### src/rtl/imuldiv_int_div_iterative_pkg.sv
// Shared types and constants for the iterative 32-bit integer divider.
// Consumed by the control FSM (top) and its datapath sub-module.
package imuldiv_int_div_iterative_pkg;

    localparam int unsigned DIV_WIDTH        = 32;
    localparam logic [4:0]  DIV_COUNTER_INIT = 5'd31;

    typedef enum logic [1:0] {
        IDLE = 2'd0,
        CALC = 2'd1,
        SIGN = 2'd2,
        DONE = 2'd3
    } div_state_t;

    typedef enum logic {
        DIV_FN_SIGNED   = 1'b0,
        DIV_FN_UNSIGNED = 1'b1
    } div_fn_t;

    // Source of the value loaded into the result register.
    typedef enum logic [1:0] {
        RES_SEL_HOLD    = 2'd0,
        RES_SEL_SIGN    = 2'd1,
        RES_SEL_DIVZERO = 2'd2,
        RES_SEL_BYPASS  = 2'd3
    } div_res_sel_t;

    function automatic logic [DIV_WIDTH-1:0] negate_if(input logic [DIV_WIDTH-1:0] value,
                                                       input logic                 neg);
        return neg ? (~value + 32'd1) : value;
    endfunction

endpackage

### src/rtl/imuldiv_int_div_iterative_dpath.sv
// Datapath of the iterative divider: operand magnitudes, restoring-division
// shift register, iteration counter and the sign-corrected result register.
module imuldiv_int_div_iterative_dpath
    import imuldiv_int_div_iterative_pkg::*;
(
    input  logic         clk,
    input  logic         reset,
    input  logic         divreq_msg_fn,
    input  logic [31:0]  divreq_msg_a,
    input  logic [31:0]  divreq_msg_b,
    input  logic         load_en,
    input  logic         calc_en,
    input  div_res_sel_t result_sel,
    output logic         counter_is_zero,
    output logic         divisor_is_zero,
    output logic [63:0]  divresp_msg_result
);

    div_fn_t     fn_reg;
    logic        sign_a;
    logic        sign_b;
    logic [63:0] rem_quot;
    logic [31:0] divisor;
    logic [4:0]  counter;
    logic [63:0] result;

    logic        req_signed;
    logic        req_sign_a;
    logic        req_sign_b;
    logic        op_signed;
    logic [32:0] trial_diff;
    logic [63:0] rem_quot_step;
    logic [31:0] quot_fixed;
    logic [31:0] rem_fixed;

    assign req_signed = (div_fn_t'(divreq_msg_fn) == DIV_FN_SIGNED);
    assign req_sign_a = req_signed & divreq_msg_a[31];
    assign req_sign_b = req_signed & divreq_msg_b[31];
    assign op_signed  = (fn_reg == DIV_FN_SIGNED);

    // The trial subtraction includes the bit shifted out of the register so a
    // partial remainder with bit 31 set still compares correctly.
    assign trial_diff    = rem_quot[63:31] - {1'b0, divisor};
    assign rem_quot_step = trial_diff[32] ? {rem_quot[62:0], 1'b0}
                                          : {trial_diff[31:0], rem_quot[30:0], 1'b1};

    assign quot_fixed = negate_if(rem_quot[31:0], op_signed & (sign_a ^ sign_b));
    assign rem_fixed  = negate_if(rem_quot[63:32], op_signed & sign_a);

    // During the request cycle the status reflects the incoming divisor.
    assign divisor_is_zero    = load_en ? (divreq_msg_b == '0) : (divisor == '0);
    assign counter_is_zero    = (counter == '0);
    assign divresp_msg_result = result;

    // NOTE: state registers use non-blocking assignments so every register
    // samples the pre-edge values of its neighbours, regardless of block order.
    // NOTE: every register is cleared on reset, including the 64-bit
    // remainder/quotient register, so an aborted operation leaves no residue.
    always_ff @(posedge clk) begin
        if (reset) begin
            fn_reg   <= DIV_FN_SIGNED;
            sign_a   <= 1'b0;
            sign_b   <= 1'b0;
            rem_quot <= '0;
            divisor  <= '0;
            counter  <= '0;
        end else if (load_en) begin
            fn_reg   <= div_fn_t'(divreq_msg_fn);
            sign_a   <= req_sign_a;
            sign_b   <= req_sign_b;
            rem_quot <= {32'd0, negate_if(divreq_msg_a, req_sign_a)};
            divisor  <= negate_if(divreq_msg_b, req_sign_b);
            counter  <= DIV_COUNTER_INIT;
        end else if (calc_en) begin
            rem_quot <= rem_quot_step;
            counter  <= counter - 5'd1;
        end
    end

    always_ff @(posedge clk) begin
        if (reset) begin
            result <= '0;
        end else begin
            case (result_sel)
                RES_SEL_SIGN:    result <= {rem_fixed, quot_fixed};
                RES_SEL_DIVZERO: result <= {rem_fixed, 32'hFFFF_FFFF};
                RES_SEL_BYPASS:  result <= {divreq_msg_a, 32'hFFFF_FFFF};
                default:         result <= result;
            endcase
        end
    end

endmodule

### src/rtl/imuldiv_int_div_iterative.sv
// Iterative 32-bit signed/unsigned divider with val/rdy request and response
// ports. Define IMULDIV_DIV_ZERO_BYPASS_EN to answer divide-by-zero in one cycle.
module imuldiv_int_div_iterative
    import imuldiv_int_div_iterative_pkg::*;
(
    input  logic        clk,
    input  logic        reset,
    input  logic        divreq_msg_fn,
    input  logic [31:0] divreq_msg_a,
    input  logic [31:0] divreq_msg_b,
    input  logic        divreq_val,
    output logic        divreq_rdy,
    output logic [63:0] divresp_msg_result,
    output logic        divresp_val,
    input  logic        divresp_rdy
);

    div_state_t   state;
    div_state_t   state_next;
    logic         req_go;
    logic         resp_go;
    logic         load_en;
    logic         calc_en;
    div_res_sel_t result_sel;
    logic         counter_is_zero;
    logic         divisor_is_zero;

    assign req_go  = divreq_val & divreq_rdy;
    assign resp_go = divresp_val & divresp_rdy;

    always_ff @(posedge clk) begin
        if (reset) begin
            state <= IDLE;
        end else begin
            state <= state_next;
        end
    end

    // NOTE: each combinational output gets a default before the case so no
    // path leaves it unassigned, which would otherwise infer a latch.
    always_comb begin
        state_next = state;
        case (state)
            IDLE: begin
                if (req_go) begin
`ifdef IMULDIV_DIV_ZERO_BYPASS_EN
                    state_next = divisor_is_zero ? DONE : CALC;
`else
                    state_next = CALC;
`endif
                end
            end
            CALC: if (counter_is_zero) state_next = SIGN;
            SIGN: state_next = DONE;
            DONE: if (resp_go) state_next = IDLE;
            default: state_next = IDLE;
        endcase
    end

    always_comb begin
        divreq_rdy  = (state == IDLE);
        divresp_val = (state == DONE);
        load_en     = (state == IDLE) & divreq_val;
        calc_en     = (state == CALC);
        result_sel  = RES_SEL_HOLD;
        if (state == SIGN) begin
            result_sel = divisor_is_zero ? RES_SEL_DIVZERO : RES_SEL_SIGN;
        end
`ifdef IMULDIV_DIV_ZERO_BYPASS_EN
        if (load_en && divisor_is_zero) begin
            result_sel = RES_SEL_BYPASS;
        end
`endif
    end

    imuldiv_int_div_iterative_dpath u_dpath (
        .clk                (clk),
        .reset              (reset),
        .divreq_msg_fn      (divreq_msg_fn),
        .divreq_msg_a       (divreq_msg_a),
        .divreq_msg_b       (divreq_msg_b),
        .load_en            (load_en),
        .calc_en            (calc_en),
        .result_sel         (result_sel),
        .counter_is_zero    (counter_is_zero),
        .divisor_is_zero    (divisor_is_zero),
        .divresp_msg_result (divresp_msg_result)
    );

endmodule

### config.mk
export PLATFORM = sky130hd
export DESIGN_NAME = imuldiv_int_div_iterative
export DESIGN_NICKNAME = d
export VERILOG_FILES = /design/src/rtl/imuldiv_int_div_iterative_pkg.sv /design/src/rtl/imuldiv_int_div_iterative_dpath.sv /design/src/rtl/imuldiv_int_div_iterative.sv
export SDC_FILE = /design/constraint.sdc
export NUM_CORES = 1
export LEC_CHECK = 0
export ABC_AREA = 0
export CAP_MARGIN = 30
export CORE_MARGIN = 8
export CORE_UTILIZATION = 31
export CTS_BUF_LIST = sky130_fd_sc_hd__clkbuf_4 sky130_fd_sc_hd__clkbuf_8 sky130_fd_sc_hd__clkbuf_16
export DETAILED_ROUTE_END_ITERATION = 16
export GPL_TIMING_DRIVEN = 0
export PLACE_DENSITY_LB_ADDON = 0.08
export REMOVE_ABC_BUFFERS = 1
export SLEW_MARGIN = 10
export SYNTH_ARGS = -nofsm -noshare
export SYNTH_HDL_FRONTEND = slang
export SYNTH_SLANG_ARGS = --single-unit
### constraint.sdc
create_clock -name clk -period 8 [get_ports clk]
set_clock_uncertainty 0.1 [all_clocks]
set_input_delay 1.6 -clock clk [delete_from_list [all_inputs] [get_ports clk]]
set_output_delay 1.6 -clock clk [all_outputs]
set_load 0.05 [all_outputs]
-- Yosys cells after proc, flatten, opt, wreduce, memory -nomap -nowiden
Cells that the tools add are included.
- add/sub/neg operators: 6
- multiply operators: 0
- div/mod/pow operators: 0
- order comparisons: 0
- equality and inequality tests: 9
- shift-type cells: 0
- muxes and demuxes: 17
- bitwise gates (word level): 13
- reduce and logical (&&, ||, !) cells: 8
- operator list (operator ; number):
    two-way mux 32 bit ; 6
    one-hot mux 64 bit (3 select lines) ; 1
    adder 32 x 1 -> 32 bit, second input constant ; 4
    NOT 32 bit ; 4
    logical NOT 32 bit ; 2
    two-way mux 64 bit ; 1
    subtractor 33 x 32 -> 33 bit ; 1
    two-way mux 2 bit ; 5
    two-way mux 5 bit ; 2
    == test 2 bit, second input constant ; 4
    one-hot mux 2 bit (4 select lines) ; 1
    bitwise AND 1 bit ; 6
    != test 2 x 1 -> 1 bit, second input constant ; 3
    logical NOT 5 bit ; 1
    subtractor 5 x 1 -> 5 bit, second input constant ; 1
    == test 2 x 1 -> 1 bit, second input constant ; 2
    AND reduction 3 bit ; 1
    nonzero test 3 bit ; 1
    logical NOT 2 bit ; 1
    NOT 1 bit ; 2
    nonzero test 2 bit ; 1
    OR reduction 2 bit ; 1
    two-way mux 1 bit ; 1
    XOR 1 bit ; 1
- register bits after elaboration: 170
- latch bits: 0
- bits in writable memories: 0
- memory bits (read-only): 0
- input bits: 69
- output and inout bits: 66
- word-level logic and storage cells: 62
- memories kept: 0

-- Logic depth before layout (Yosys ltp)
- depth in word-level cells: 7
- depth in mapped cells: 14
- gate-level depth less buffers: 13

-- Hierarchy
A second synthesis with hierarchy kept.
- cell total of the unflattened synthesis: 1603
- area total of the unflattened synthesis: 11858.9 um2
- by module, submodules not included (module ; times used ; cells each ; area an instance (um2) ; seq. area each (um2)):
    imuldiv_int_div_iterative_dpath ; 1 ; 1583 ; 11673.7 ; 3363.2
    imuldiv_int_div_iterative ; 1 ; 20 ; 185.2 ; 40.0

-- Worst setup path before layout
Ideal clock, no wire load.
- kind: input port to flip-flop
- start point: in divreq_msg_b[11]
- end point: reg u_dpath.result[10] (netlist: u_dpath.divresp_msg_result[10])
- arrival: 4072 ps
- required time: 7819 ps
- slack: 3746 ps
- stages on the path: 9
- path buffers: 1
- cell sequence: or4_4 -> nor4_4 -> nand3_2 -> or4_1 -> or4_4 -> nor4_4 -> a41oi_4 -> buf_6 -> a211oi_2
- cells in the longest elaborated chain, start to end: 6
- elaborated cells between the ends (all ways): 9
- ends and longest elaborated chain (item ; RTL line ; source):
    start, declared ; imuldiv_int_div_iterative.sv:10 ; input logic [31:0] divreq_msg_b,
    logical NOT 32 bit * ; imuldiv_int_div_iterative_dpath.sv:51 ; assign divisor_is_zero = load_en ? (divreq_msg_b == '0) : (divisor == '0);
    two-way mux 1 bit * ; imuldiv_int_div_iterative_dpath.sv:51 ;
    two-way mux 2 bit * ; imuldiv_int_div_iterative.sv:67 ; result_sel = divisor_is_zero ? RES_SEL_DIVZERO : RES_SEL_SIGN;
    two-way mux 2 bit * ; imuldiv_int_div_iterative.sv:66 ; if (state == SIGN) begin
    == test 2 bit / == test 2 x 1 -> 1 bit (equally long branches) ; imuldiv_int_div_iterative_dpath.sv:84 ; case (result_sel)
    one-hot mux 64 bit (3 select lines) / nonzero test 3 bit (equally long branches) ; - ;
    end signal, assigned ; imuldiv_int_div_iterative_dpath.sv:85 ; RES_SEL_SIGN: result <= {rem_fixed, quot_fixed};
    end signal, assigned ; imuldiv_int_div_iterative_dpath.sv:86 ; RES_SEL_DIVZERO: result <= {rem_fixed, 32'hFFFF_FFFF};
    end signal, assigned ; imuldiv_int_div_iterative_dpath.sv:87 ; RES_SEL_BYPASS: result <= {divreq_msg_a, 32'hFFFF_FFFF};
    end, declared ; imuldiv_int_div_iterative_dpath.sv:25 ; logic [63:0] result;
Every way passes the cells marked *; elsewhere a longest branch is shown, timed or not.
A chain may end at the register's enable or synchronous reset.

-- Worst setup path in the final report
- start point: in divreq_msg_b[0]
- end point: reg u_dpath.result[0] (netlist: u_dpath.divresp_msg_result[0])
The elaborated chain is that of the path after synthesis.

==> summary.txt <==
Placement
  • Final HPWL DP: around 25 mm
  • IO buf count: between 100 and 150
  • GPL Wtd Cong: 0.883
  • Post-place instance area: ~13000 µm²

Clocking
  • Clock Latency Late Sink: 0.45 ns
  • CTS tree: built
  • CTS buffer count: 17
  • Setup bufs post-CTS: 0
  • Htree depth: 4
  • TritonCTS Sinks: 170
  • Post-CTS Resized: 0
  • Max Buffers Root-to-Sink: 2
  • Clock-pin slew on the worst setup and hold paths: 0.06 ns
  • Hold_buf cts: 0
  • Root buf cell: clkbuf_16

Timing
  • Setup TNS: 0 ns
  • Final hold vios: 0
  • Unrepaired setup endpoints after global routing: no
  • Actual slew at the worst max-slew pin: between 0.9 and 1 ns
  • Headroom to the max-slew limit: 0.378
  • Setup Viol. Count Final: 0
  • Final Max Slew Viols: 0
  • Min cycle time layout: 4.90 ns
  • Max frequency: between 200 and 250 MHz
  • Post-route clock period utilization: 0.612

Floorplan
  • Core Area: around 35000 µm²
  • Die W: a little over 200 µm
  • Die ar.: about 41000 µm²
  • Row Count: 68
  • Initial Utilization: 0.315
  • Die Span Y: roughly 200 µm
  • I/O pin cnt: 135

Synthesis
  • Synth Area per Inst: 7.98 µm²
  • Syn Inst Count: approximately 1400
  • Async set-reset flop share out of synthesis: 0
  • Seq/Total Area, Yosys: 0.312
  • Synthesized flop and latch total: 170
  • Post-Syn Area: 10900 µm²
  • Syn. warnings: 0
  • Prevailing post-synth register cell: dfxtp_1
  • Number of synthesized flops with an enable pin: 0
  • Synth cell types: 57

Drt
  • DRC: 0
  • DR vias: 9986
  • Detailed Routing Iterations Pass 1: 6
  • DRT antenna net count: 0
  • Routed vias/inst: 5.20
  • DRT iter0 DRCs: around 570
  • WL final: approximately 33 mm
  • WL per Instance: approximately 17 µm

Global route
  • Met3 Usage GRT: 0.0422
  • First-pass GRT wire length: approximately 54 mm
  • Initial antenna violation count: 6
  • GRT Overall Usage: 0.161
  • Largest net degree at the start of global routing: a little under 80
  • Number of global-route vias before repair: approximately 9800
  • Met1 usage: 0.204
  • Layer with the highest usage: met2
  • Total grt overflow: 0
  • Met2 Usage GRT: 0.271

Pwr
  • Pleak: around 0.0047 µW
  • Peak VDD IR: roughly 0.26 mV
  • Pwr per Cell Area: ~460 nW/µm²

Critical path
  • CP Launch Type: input port
  • Slowest CP cell: nor4_1
  • Worst Setup End Kind: flip-flop
  • Kind of critical path: in -> reg
  • Critical Path Max Stage Delay: ~0.54 ns
  • Req. time, crit path: between 8 and 9 ns
  • Worst-path cell chain: clkdlybuf4s50_1 -> inv_1 -> ha_1 -> nand2_1 -> nor4_1 -> nand3_2 -> or4_1 -> or4_4 -> nor4_4 -> a41oi_4 -> buf_16 -> a211oi_1
  • Critical path peak fanout: 16
  • Arrival time worst endpoint: about 5.2 ns

Cells and area
  • Most frequent cells in the layout: nor2_1, dfxtp_1, clkdlybuf4s50_1
  • Commonest non-fill, non-tap cell in the layout: nor2_1
  • Share of layout cells above drive strength 1: 0.0676
  • Layout area overhead: 23.0%
  • Nets: 1564
  • Final Cell Area: around 13000 µm²

Hold path
  • Hold Crit Class: reg -> reg

Flow run
  • Max_cap viols: 0

Run status
  • Status: completed
cell type report:
type	instances	area [µm²]
Antenna cell	1	2.50
Clock buffer	19	447
Clock inverter	13	141
Fill cell	3660	21200
Inverter	58	218
Multi-Input combinational cell	1057	7020
Sequential cell	170	3400
Tap cell	455	569
Timing Repair Buffer	148	1610
stage by stage:
stage | utilization | hold slack, ns | setup slack [ns] | total power, µW | instances
after floorplan | - | 0.339 | 3.35 | 4140 | 1285
after global placement | 0.361 | 0.376 | -2.46 | 5180 | 1874
after detailed placement | 0.370 | 0.378 | 2.58 | 5320 | 1887
after CTS | 0.387 | 0.387 | 3.07 | 6210 | 1919
after global routing | 0.387 | 0.402 | 2.86 | 6650 | 1921
final | 0.387 | 0.384 | 3.10 | 6140 | 1921
worst paths after layout:
path,start,end,slack (ns),cells past startpoint
max,divreq_msg_b[0],u_dpath.divresp_msg_result[0],3.10,12
min,u_dpath.divresp_msg_result[46],u_dpath.divresp_msg_result[46],0.38,2
max reg2reg,u_dpath.rem_quot[32],u_dpath.rem_quot[41],3.47,13
min reg2reg,u_dpath.divresp_msg_result[46],u_dpath.divresp_msg_result[46],0.38,2
cell usage after synthesis, types with 3 or more instances:
cell type,n,share of area
nand4_1,9,0.0052
a311oi_1,13,0.010
nor3_1,21,0.0096
dfxtp_1,170,0.31
mux2i_1,36,0.033
o21ai_0,90,0.041
and2_1,5,0.0029
nand2_1,72,0.025
xnor2_1,71,0.057
buf_6,3,0.0031
o22ai_1,12,0.0069
nor2b_1,12,0.0069
a41oi_1,4,0.0032
buf_1,4,0.0014
and3_1,8,0.0046
o21a_1,3,0.0021
nor3b_1,5,0.0034
o211ai_1,3,0.0021
clkbuf_1,73,0.025
xor2_1,72,0.058
nand3_1,14,0.0064
a211oi_2,30,0.034
o21bai_1,3,0.0021
a21o_1,15,0.010
a31oi_1,10,0.0057
inv_1,58,0.020
a211oi_1,72,0.050
a21oi_1,122,0.056
ha_1,42,0.048
or3_1,15,0.0086
nor4_1,22,0.013
o41ai_1,12,0.0096
o31ai_1,20,0.014
nand2b_1,16,0.0092
nor2_1,190,0.065
or4_1,12,0.0083
metal layers:
metal | wire length [µm] | share of wire
met3 | 1530 | 0.046
met1 | 15800 | 0.47
met4 | 310 | 0.0093
met2 | 15600 | 0.47
met5 | 68 | 0.0020
where the power goes:
| group | switching (µW) | internal [µW] |
|---|---|---|
| Sequential | 300 | 1130 |
| Clock | 379 | 474 |
| Combinational | 2370 | 1490 |
cell families after synthesis:
kind of cell	after synthesis	share of synthesized area
AOI/OAI and AO/OA	421	0.259
xor gates and xnor gates	143	0.115
adders and majority gates	43	0.0500
buffers and inverters	139	0.0500
DFF	170	0.312
muxes	36	0.0331
and+or+nand+nor	414	0.181
worst max-delay path, delay by kind of cell:
family                   cells  cell delay, ns
AND/OR/NAND/NOR              6            2.09
buffers and inverters        3            0.79
AO/OA/AOI/OAI                2            0.50
adder cells (fa/ha/maj)      1            0.17
No activity file was read; power rests on OpenSTA's default activity.
